**src/rtl/poly_eval_horner_pkg.sv**
```systemverilog
// Shared constants for the Horner polynomial evaluator: FSM encoding, MAC op codes
// and the index-width helper. Optional build macro: POLY_KEEP_COEF_EN.
package poly_eval_pkg;

  localparam int MAX_DEGREE = 15;

  typedef logic [3:0] state_t;

  localparam state_t ST_LOAD      = 4'd0;
  localparam state_t ST_LOAD_WAIT = 4'd1;
  localparam state_t ST_LDX       = 4'd2;
  localparam state_t ST_LDX_WAIT  = 4'd3;
  localparam state_t ST_INIT      = 4'd4;
  localparam state_t ST_MUL       = 4'd5;
  localparam state_t ST_ADD       = 4'd6;
  localparam state_t ST_DONE      = 4'd7;
  localparam state_t ST_DONE_WAIT = 4'd8;

  localparam logic OP_MUL = 1'b0;
  localparam logic OP_ADD = 1'b1;

  // Bits needed to hold a coefficient index 0..d, never less than one.
  function automatic int idx_width(input int d);
    return (d < 1) ? 1 : $clog2(d + 1);
  endfunction

endpackage

```
**src/rtl/poly_eval_horner_if.sv**
```systemverilog
// Board-side bundle of the evaluator: Go/DataIn entry strobe plus result and status
// outputs. Optional build macro: POLY_KEEP_COEF_EN.
interface poly_eval_horner_if #(
  parameter int WIDTH  = 8,
  parameter int DEGREE = 2
);
  import poly_eval_pkg::*;

  localparam int IW = idx_width(DEGREE);

  logic             Go;
  logic [WIDTH-1:0] DataIn;
  logic [WIDTH-1:0] DataResult;
  logic             ResultValid;
  logic             Busy;
  logic [IW-1:0]    LoadIdx;
  logic             LoadingX;

  modport master (
    output Go, DataIn,
    input  DataResult, ResultValid, Busy, LoadIdx, LoadingX
  );

  modport slave (
    input  Go, DataIn,
    output DataResult, ResultValid, Busy, LoadIdx, LoadingX
  );

endinterface

```
**src/rtl/poly_eval_horner_mac.sv**
```systemverilog
// Single multiply/add datapath of the evaluator: holds acc and x, result truncated
// to WIDTH bits. Optional build macro: POLY_KEEP_COEF_EN (no effect here).
module poly_mac
  import poly_eval_pkg::*;
#(
  parameter int WIDTH = 8
) (
  input  logic             clk,
  input  logic             rst_n,
  input  logic             op,
  input  logic             ld_acc,
  input  logic             ld_x,
  input  logic             init,
  input  logic [WIDTH-1:0] data_in,
  input  logic [WIDTH-1:0] coef_in,
  output logic [WIDTH-1:0] result_o
);

  logic [WIDTH-1:0] acc_q, acc_d;
  logic [WIDTH-1:0] x_q, x_d;
  logic [WIDTH-1:0] prod;
  logic [WIDTH-1:0] sum;

  assign prod     = acc_q * x_q;
  assign sum      = acc_q + coef_in;
  assign result_o = (op == OP_ADD) ? sum : prod;

  always_comb begin
    acc_d = acc_q;
    x_d   = x_q;
    if (init) begin
      acc_d = coef_in;
    end else if (ld_acc) begin
      acc_d = result_o;
    end
    if (ld_x) begin
      x_d = data_in;
    end
  end

  always_ff @(posedge clk or negedge rst_n) begin
    if (!rst_n) begin
      acc_q <= '0;
      x_q   <= '0;
    end else begin
      acc_q <= acc_d;
      x_q   <= x_d;
    end
  end

endmodule

```
**src/rtl/poly_eval_horner.sv**
```systemverilog
// Horner-rule polynomial evaluator: entry FSM for c[D]..c[0] and x, then INIT/MUL/ADD loop.
// Optional build macro: POLY_KEEP_COEF_EN (retain coefficients, restart at x entry).
module poly_eval_horner
  import poly_eval_pkg::*;
#(
  parameter int WIDTH  = 8,
  parameter int DEGREE = 2
) (
  input  logic                Clock,
  input  logic                Resetn,
  poly_eval_horner_if.slave   bus
);

  localparam int IW = idx_width(DEGREE);

  state_t           state_q, state_d;
  logic [IW-1:0]    load_idx_q, load_idx_d;
  logic [IW-1:0]    step_q, step_d;
  logic [WIDTH-1:0] result_q, result_d;
  logic [WIDTH-1:0] coef_q [0:DEGREE];
  logic [WIDTH-1:0] coef_d [0:DEGREE];

  logic             coef_we;
  logic             mac_op;
  logic             mac_ld_acc;
  logic             mac_ld_x;
  logic             mac_init;
  logic [WIDTH-1:0] coef_sel;
  logic [WIDTH-1:0] mac_result;

  // INIT seeds acc with the leading coefficient; ADD uses the one the step counter points at.
  assign coef_sel = mac_init ? coef_q[DEGREE] : coef_q[step_q];

  poly_mac #(.WIDTH(WIDTH)) u_mac (
    .clk      (Clock),
    .rst_n    (Resetn),
    .op       (mac_op),
    .ld_acc   (mac_ld_acc),
    .ld_x     (mac_ld_x),
    .init     (mac_init),
    .data_in  (bus.DataIn),
    .coef_in  (coef_sel),
    .result_o (mac_result)
  );

  always_comb begin
    state_d    = state_q;
    load_idx_d = load_idx_q;
    step_d     = step_q;
    result_d   = result_q;
    coef_we    = 1'b0;
    mac_op     = OP_MUL;
    mac_ld_acc = 1'b0;
    mac_ld_x   = 1'b0;
    mac_init   = 1'b0;
    case (state_q)
      ST_LOAD: begin
        if (bus.Go) begin
          coef_we = 1'b1;
          state_d = ST_LOAD_WAIT;
        end
      end
      ST_LOAD_WAIT: begin
        if (!bus.Go) begin
          if (load_idx_q != '0) begin
            load_idx_d = load_idx_q - IW'(1);
            state_d    = ST_LOAD;
          end else begin
            state_d = ST_LDX;
          end
        end
      end
      ST_LDX: begin
        if (bus.Go) begin
          mac_ld_x = 1'b1;
          state_d  = ST_LDX_WAIT;
        end
      end
      ST_LDX_WAIT: begin
        if (!bus.Go) begin
          state_d = ST_INIT;
        end
      end
      ST_INIT: begin
        mac_init = 1'b1;
        step_d   = IW'(DEGREE - 1);
        state_d  = ST_MUL;
      end
      ST_MUL: begin
        mac_ld_acc = 1'b1;
        mac_op     = OP_MUL;
        state_d    = ST_ADD;
      end
      ST_ADD: begin
        mac_ld_acc = 1'b1;
        mac_op     = OP_ADD;
        if (step_q == '0) begin
          result_d = mac_result;
          state_d  = ST_DONE;
        end else begin
          step_d  = step_q - IW'(1);
          state_d = ST_MUL;
        end
      end
      ST_DONE: begin
        if (bus.Go) begin
          state_d = ST_DONE_WAIT;
        end
      end
      ST_DONE_WAIT: begin
        if (!bus.Go) begin
`ifdef POLY_KEEP_COEF_EN
          state_d = ST_LDX;
`else
          state_d    = ST_LOAD;
          load_idx_d = IW'(DEGREE);
`endif
        end
      end
      default: begin
        state_d    = ST_LOAD;
        load_idx_d = IW'(DEGREE);
      end
    endcase
  end

  always_comb begin
    coef_d = coef_q;
    if (coef_we) begin
      coef_d[load_idx_q] = bus.DataIn;
    end
  end

  for (genvar gi = 0; gi <= DEGREE; gi++) begin : g_coef
    always_ff @(posedge Clock or negedge Resetn) begin
      if (!Resetn) begin
        coef_q[gi] <= '0;
      end else begin
        coef_q[gi] <= coef_d[gi];
      end
    end
  end

  always_ff @(posedge Clock or negedge Resetn) begin
    if (!Resetn) begin
      state_q    <= ST_LOAD;
      load_idx_q <= IW'(DEGREE);
      step_q     <= '0;
      result_q   <= '0;
    end else begin
      state_q    <= state_d;
      load_idx_q <= load_idx_d;
      step_q     <= step_d;
      result_q   <= result_d;
    end
  end

  assign bus.DataResult  = result_q;
  assign bus.ResultValid = (state_q == ST_DONE);
  assign bus.Busy        = (state_q == ST_INIT) || (state_q == ST_MUL) || (state_q == ST_ADD);
  assign bus.LoadingX    = (state_q == ST_LDX) || (state_q == ST_LDX_WAIT);
  assign bus.LoadIdx     = load_idx_q;

endmodule
```
**src/flat_wrapper.sv**
```systemverilog
// flat-port wrapper written by rule: the top's interface ports become plain ports
module poly_eval_horner_flat import poly_eval_pkg::*;
#(
  parameter int WIDTH  = 8,
  parameter int DEGREE = 2
)
  (Clock, Resetn, bus_Go, bus_DataIn, bus_DataResult, bus_ResultValid, bus_Busy, bus_LoadIdx, bus_LoadingX);
  poly_eval_horner_if #(.WIDTH(WIDTH), .DEGREE(DEGREE)) bus_i ();
  input  logic Clock;
  input  logic Resetn;
  input wire logic [$bits(bus_i.Go)-1:0] bus_Go;
  input wire logic [$bits(bus_i.DataIn)-1:0] bus_DataIn;
  output wire logic [$bits(bus_i.DataResult)-1:0] bus_DataResult;
  output wire logic [$bits(bus_i.ResultValid)-1:0] bus_ResultValid;
  output wire logic [$bits(bus_i.Busy)-1:0] bus_Busy;
  output wire logic [$bits(bus_i.LoadIdx)-1:0] bus_LoadIdx;
  output wire logic [$bits(bus_i.LoadingX)-1:0] bus_LoadingX;
  assign bus_i.Go = bus_Go;
  assign bus_i.DataIn = bus_DataIn;
  assign bus_DataResult = bus_i.DataResult;
  assign bus_ResultValid = bus_i.ResultValid;
  assign bus_Busy = bus_i.Busy;
  assign bus_LoadIdx = bus_i.LoadIdx;
  assign bus_LoadingX = bus_i.LoadingX;
  poly_eval_horner #(.WIDTH(WIDTH), .DEGREE(DEGREE)) u_core (.Clock(Clock), .Resetn(Resetn), .bus(bus_i));
endmodule
```
**config.mk**
```make
export PLATFORM = sky130hd
export DESIGN_NAME = poly_eval_horner_flat
export DESIGN_NICKNAME = d
export VERILOG_FILES = /design/src/rtl/poly_eval_horner_pkg.sv /design/src/rtl/poly_eval_horner_if.sv /design/src/rtl/poly_eval_horner_mac.sv /design/src/rtl/poly_eval_horner.sv /design/src/flat_wrapper.sv
export SDC_FILE = /design/constraint.sdc
export NUM_CORES = 1
export LEC_CHECK = 0
export BUFFER_PORTS_ARGS = -buffer_cell sky130_fd_sc_hd__buf_2
export CAP_MARGIN = 20
export CORE_ASPECT_RATIO = 2
export CORE_MARGIN = 2
export CORE_UTILIZATION = 40
export CTS_CLUSTER_DIAMETER = 30
export CTS_CLUSTER_SIZE = 16
export DETAILED_ROUTE_END_ITERATION = 8
export GPL_TIMING_DRIVEN = 0
export SLEW_MARGIN = 10
export SYNTH_ARGS = -nofsm -noshare
export SYNTH_HDL_FRONTEND = slang
export SYNTH_HIERARCHICAL = 1
export SYNTH_SLANG_ARGS = --single-unit
```
**constraint.sdc**
```tcl
create_clock -name Clock -period 6.9 [get_ports Clock]
set_clock_uncertainty 0.2 [all_clocks]
set_input_delay 1.035 -clock Clock [delete_from_list [all_inputs] [get_ports Clock]]
set_output_delay 1.035 -clock Clock [all_outputs]
set_load 0.01 [all_outputs]
```
==> results_dict.tcl <==
set metrics [dict create \
    r2r_slack_ns 2.23 \
    core-area_um2 9760 \
    syn_avg_cell_area_um2 10.7 \
    cp_max_fo 10 \
    overflow 0 \
    cp.required_ns 6.88 \
    synth_nets 427 \
    wire_per_inst_um 16.2 \
    firstDrtPassIters 5 \
    drt_first_iter_violations 83 \
    synth.distinct_cells 53 \
    cts_tree "built" \
    htreeDepth 2 \
    clock_sinks 56 \
    synth_flop_cell "dfrtp_1" \
    ctsResizeCount 0 \
    cts_buffer_depth 2 \
    clk_pin_slew_ns 0.07 \
    cp-start-kind "flip-flop" \
    numCtsBuffers 5 \
    wl_met3_um 160 \
    antenna_found_initial 0 \
    synth_seq_cells 56 \
    ant_nets 0 \
    hold_viol 0 \
    chipHeight_um 146 \
    io_buffer_count 23 \
    synth_seq_area_share_pct 34.9 \
    vias_per_cell 5.19 \
    end_kind "flip-flop" \
    status "complete, no violations" \
    whs_endpoint "u_core/coef_q[10]" \
    cts_hold_buf 0 \
    synthArstFlopShare_pct 100 \
    grt_pass1_vias 3096 \
    rows 51 \
    ir_drop_uv 228 \
    place.gp.congestion 0.842 \
    grt_usage_pct 17.8 \
    powerDensity_nw_per_um2 477 \
    max_freq_mhz 214 \
    finalCoreUtilization_pct 46.0 \
    r2r-start "u_core/u_mac/acc_q[1]" \
    tns_ns 0 \
    dp_hpwl_um 6980 \
    yosysWarningCount 6 \
    max_cap_violations 0 \
    synth_edf_count 0 \
    drive_above_1_share_pct 19.4 \
    drt-met1-wl_um 3200 \
    r2r_end "u_core/u_mac/acc_q[7]" \
    worst-r2r-cell-count 13 \
    leakage_nw 2.22 \
    top_layer "met4" \
    cts_setup_buffers 0 \
    min_period_ns 4.67 \
    worstMarginPinSlew_ns 0.813 \
    via_count 2800 \
    clock_latency_ns 0.30 \
    arrival_ns 4.65 \
    relSlewSlack_pct 45.8 \
    grt_max_degree 57 \
    wirelength_um 8740 \
    drcViolationCount 0 \
    grt_setup_unrepaired "false" \
    setup_viol 0 \
    synth_area_um2 4010 \
    met2_wirelength_um 5190 \
    grt_pass1_wl_um 15000 \
    min_from "u_core/coef_q[10]" \
    whs_path_depth 1 \
    min_period_over_period_pct 67.7 \
    die_area_um2 10900 \
    initial_core_util_pct 41.1 \
    syn_to_final_growth_pct 11.9 \
    die_w_um 74.8 \
    n_antenna_cell 0 \
    crit_type "flip-flop to flip-flop" \
    final_max_slew_viol_count 0 \
    final_nets 457 \
    pin_count 24 \
    hold_path.class "flip-flop to flip-flop" \
    ctsRootBufferMaster "clkbuf_16" \
    synthCells 376 \
]
## metrics by stage
step           area, µm²  setup slack [ns]  instances  total power [mW]  hold slack, ns
2_1_floorplan       4010              2.63        376              1.52           0.264
3_3_place_gp        4290              2.24        531              1.79           0.274
3_5_place_dp        4300              2.20        531              1.83           0.282
4_1_cts             4490              2.18        539              2.17           0.299
5_1_grt             4490              2.05        539              2.33           0.310
6_report            4490              2.23        539              2.14           0.294
## final cells by class
class                   count  area (µm²)
fillers                   934        5270
multi-input cells         266        2380
flip-flops and latches     56        1400
well taps                 132         165
inverters                  40         150
clock buffers               5         125
repair buffers             23         118
plain buffers              14        78.8
clock inverters             3        68.8
## cell usage after synthesis (3+ instances only)
master / count / area (µm²)
inv_1: 40 / 150
mux2_1: 15 / 169
nand2_1: 30 / 113
mux2_2: 27 / 304
xnor3_1: 3 / 67.6
a21oi_1: 9 / 45.0
clkbuf_1: 5 / 18.8
xor2_1: 3 / 26.3
a211oi_1: 4 / 30.0
nand4_4: 3 / 63.8
nand2b_1: 4 / 25.0
o21ai_0: 5 / 25.0
o22ai_1: 3 / 18.8
dfrtp_1: 55 / 1380
ha_1: 27 / 338
nor3_1: 4 / 20.0
fa_1: 13 / 260
a31oi_1: 3 / 18.8
o2bb2ai_1: 9 / 78.8
o21a_1: 4 / 30.0
nor2b_1: 3 / 18.8
o21ai_1: 10 / 50.1
buf_2: 6 / 30.0
xnor2_1: 9 / 78.8
a21o_1: 5 / 37.5
nor2_1: 17 / 63.8
mux2i_1: 13 / 130
and2_1: 16 / 100
## state kept, by name, indices dropped and copies added, names as in the netlist
| name | flops |
|---|---|
| u_core/coef_q | 24 |
| u_core/state_q | 4 |
| u_core/u_mac/x_q | 8 |
| u_core/step_q | 2 |
| u_core/bus.LoadIdx | 2 |
| u_core/u_mac/acc_q | 8 |
| u_core/bus.DataResult | 8 |
## worst max-delay path by stage
stage	cells after the start	startpoint	to
floorplan	13	u_core/u_mac/acc_q[1]	u_core/u_mac/acc_q[7]
global placement	13	u_core/u_mac/acc_q[1]	u_core/u_mac/acc_q[7]
detailed placement	13	u_core/u_mac/acc_q[1]	u_core/u_mac/acc_q[7]
CTS	13	u_core/u_mac/acc_q[1]	u_core/u_mac/acc_q[7]
global route	13	u_core/u_mac/acc_q[1]	u_core/u_mac/acc_q[7]
finish	13	u_core/u_mac/acc_q[1]	u_core/u_mac/acc_q[7]
## cells by family after synthesis
| group | after synthesis | synth area share [%] |
|---|---|---|
| and+or+nand+nor | 93 | 13.7 |
| adders and majority gates | 40 | 14.9 |
| xor gates and xnor gates | 17 | 5.39 |
| muxes | 55 | 15.0 |
| buffers and inverters | 54 | 5.70 |
| AOI/OAI and AO/OA | 61 | 10.3 |
| DFF | 56 | 34.9 |
## layout by cell type (no fill, tap or decap), types with 4 or more instances in the layout
cell / count
o21ai_1: 10
o21ai_0: 5
buf_2: 28
nor3_1: 4
o21a_1: 4
ha_1: 27
and2_1: 16
clkbuf_1: 5
a211oi_1: 4
a21oi_1: 9
inv_1: 40
xnor2_1: 9
clkbuf_16: 5
dfrtp_1: 55
mux2_1: 15
fa_1: 13
nand2b_1: 4
nand2_1: 30
a21o_1: 5
nor2_1: 17
mux2i_1: 13
o2bb2ai_1: 9
mux2_2: 27
## where the power goes
part / switching [mW] / internal (mW)
clock network: 0.124 / 0.209
logic: 0.651 / 0.568
registers: 0.120 / 0.472
## per-layer routing
metal  global-route usage [%]  up-vias
met1                     18.6     1389
met2                     34.5       41
li1                         -     1357
met3                     1.66       13
met5                        0        -
met4                     6.16        0
## worst max-delay path: stages, from the launching register on
cell,delay [ns]
dfrtp_1,0.56
nand2_1,0.14
fa_1,0.46
fa_1,0.54
inv_1,0.05
fa_1,0.49
inv_1,0.06
fa_1,0.53
inv_1,0.04
ha_1,0.31
a21oi_1,0.24
xnor3_1,0.35
mux2_2,0.29
a221o_1,0.29
Note: power is estimated with default switching activity, not from simulation.
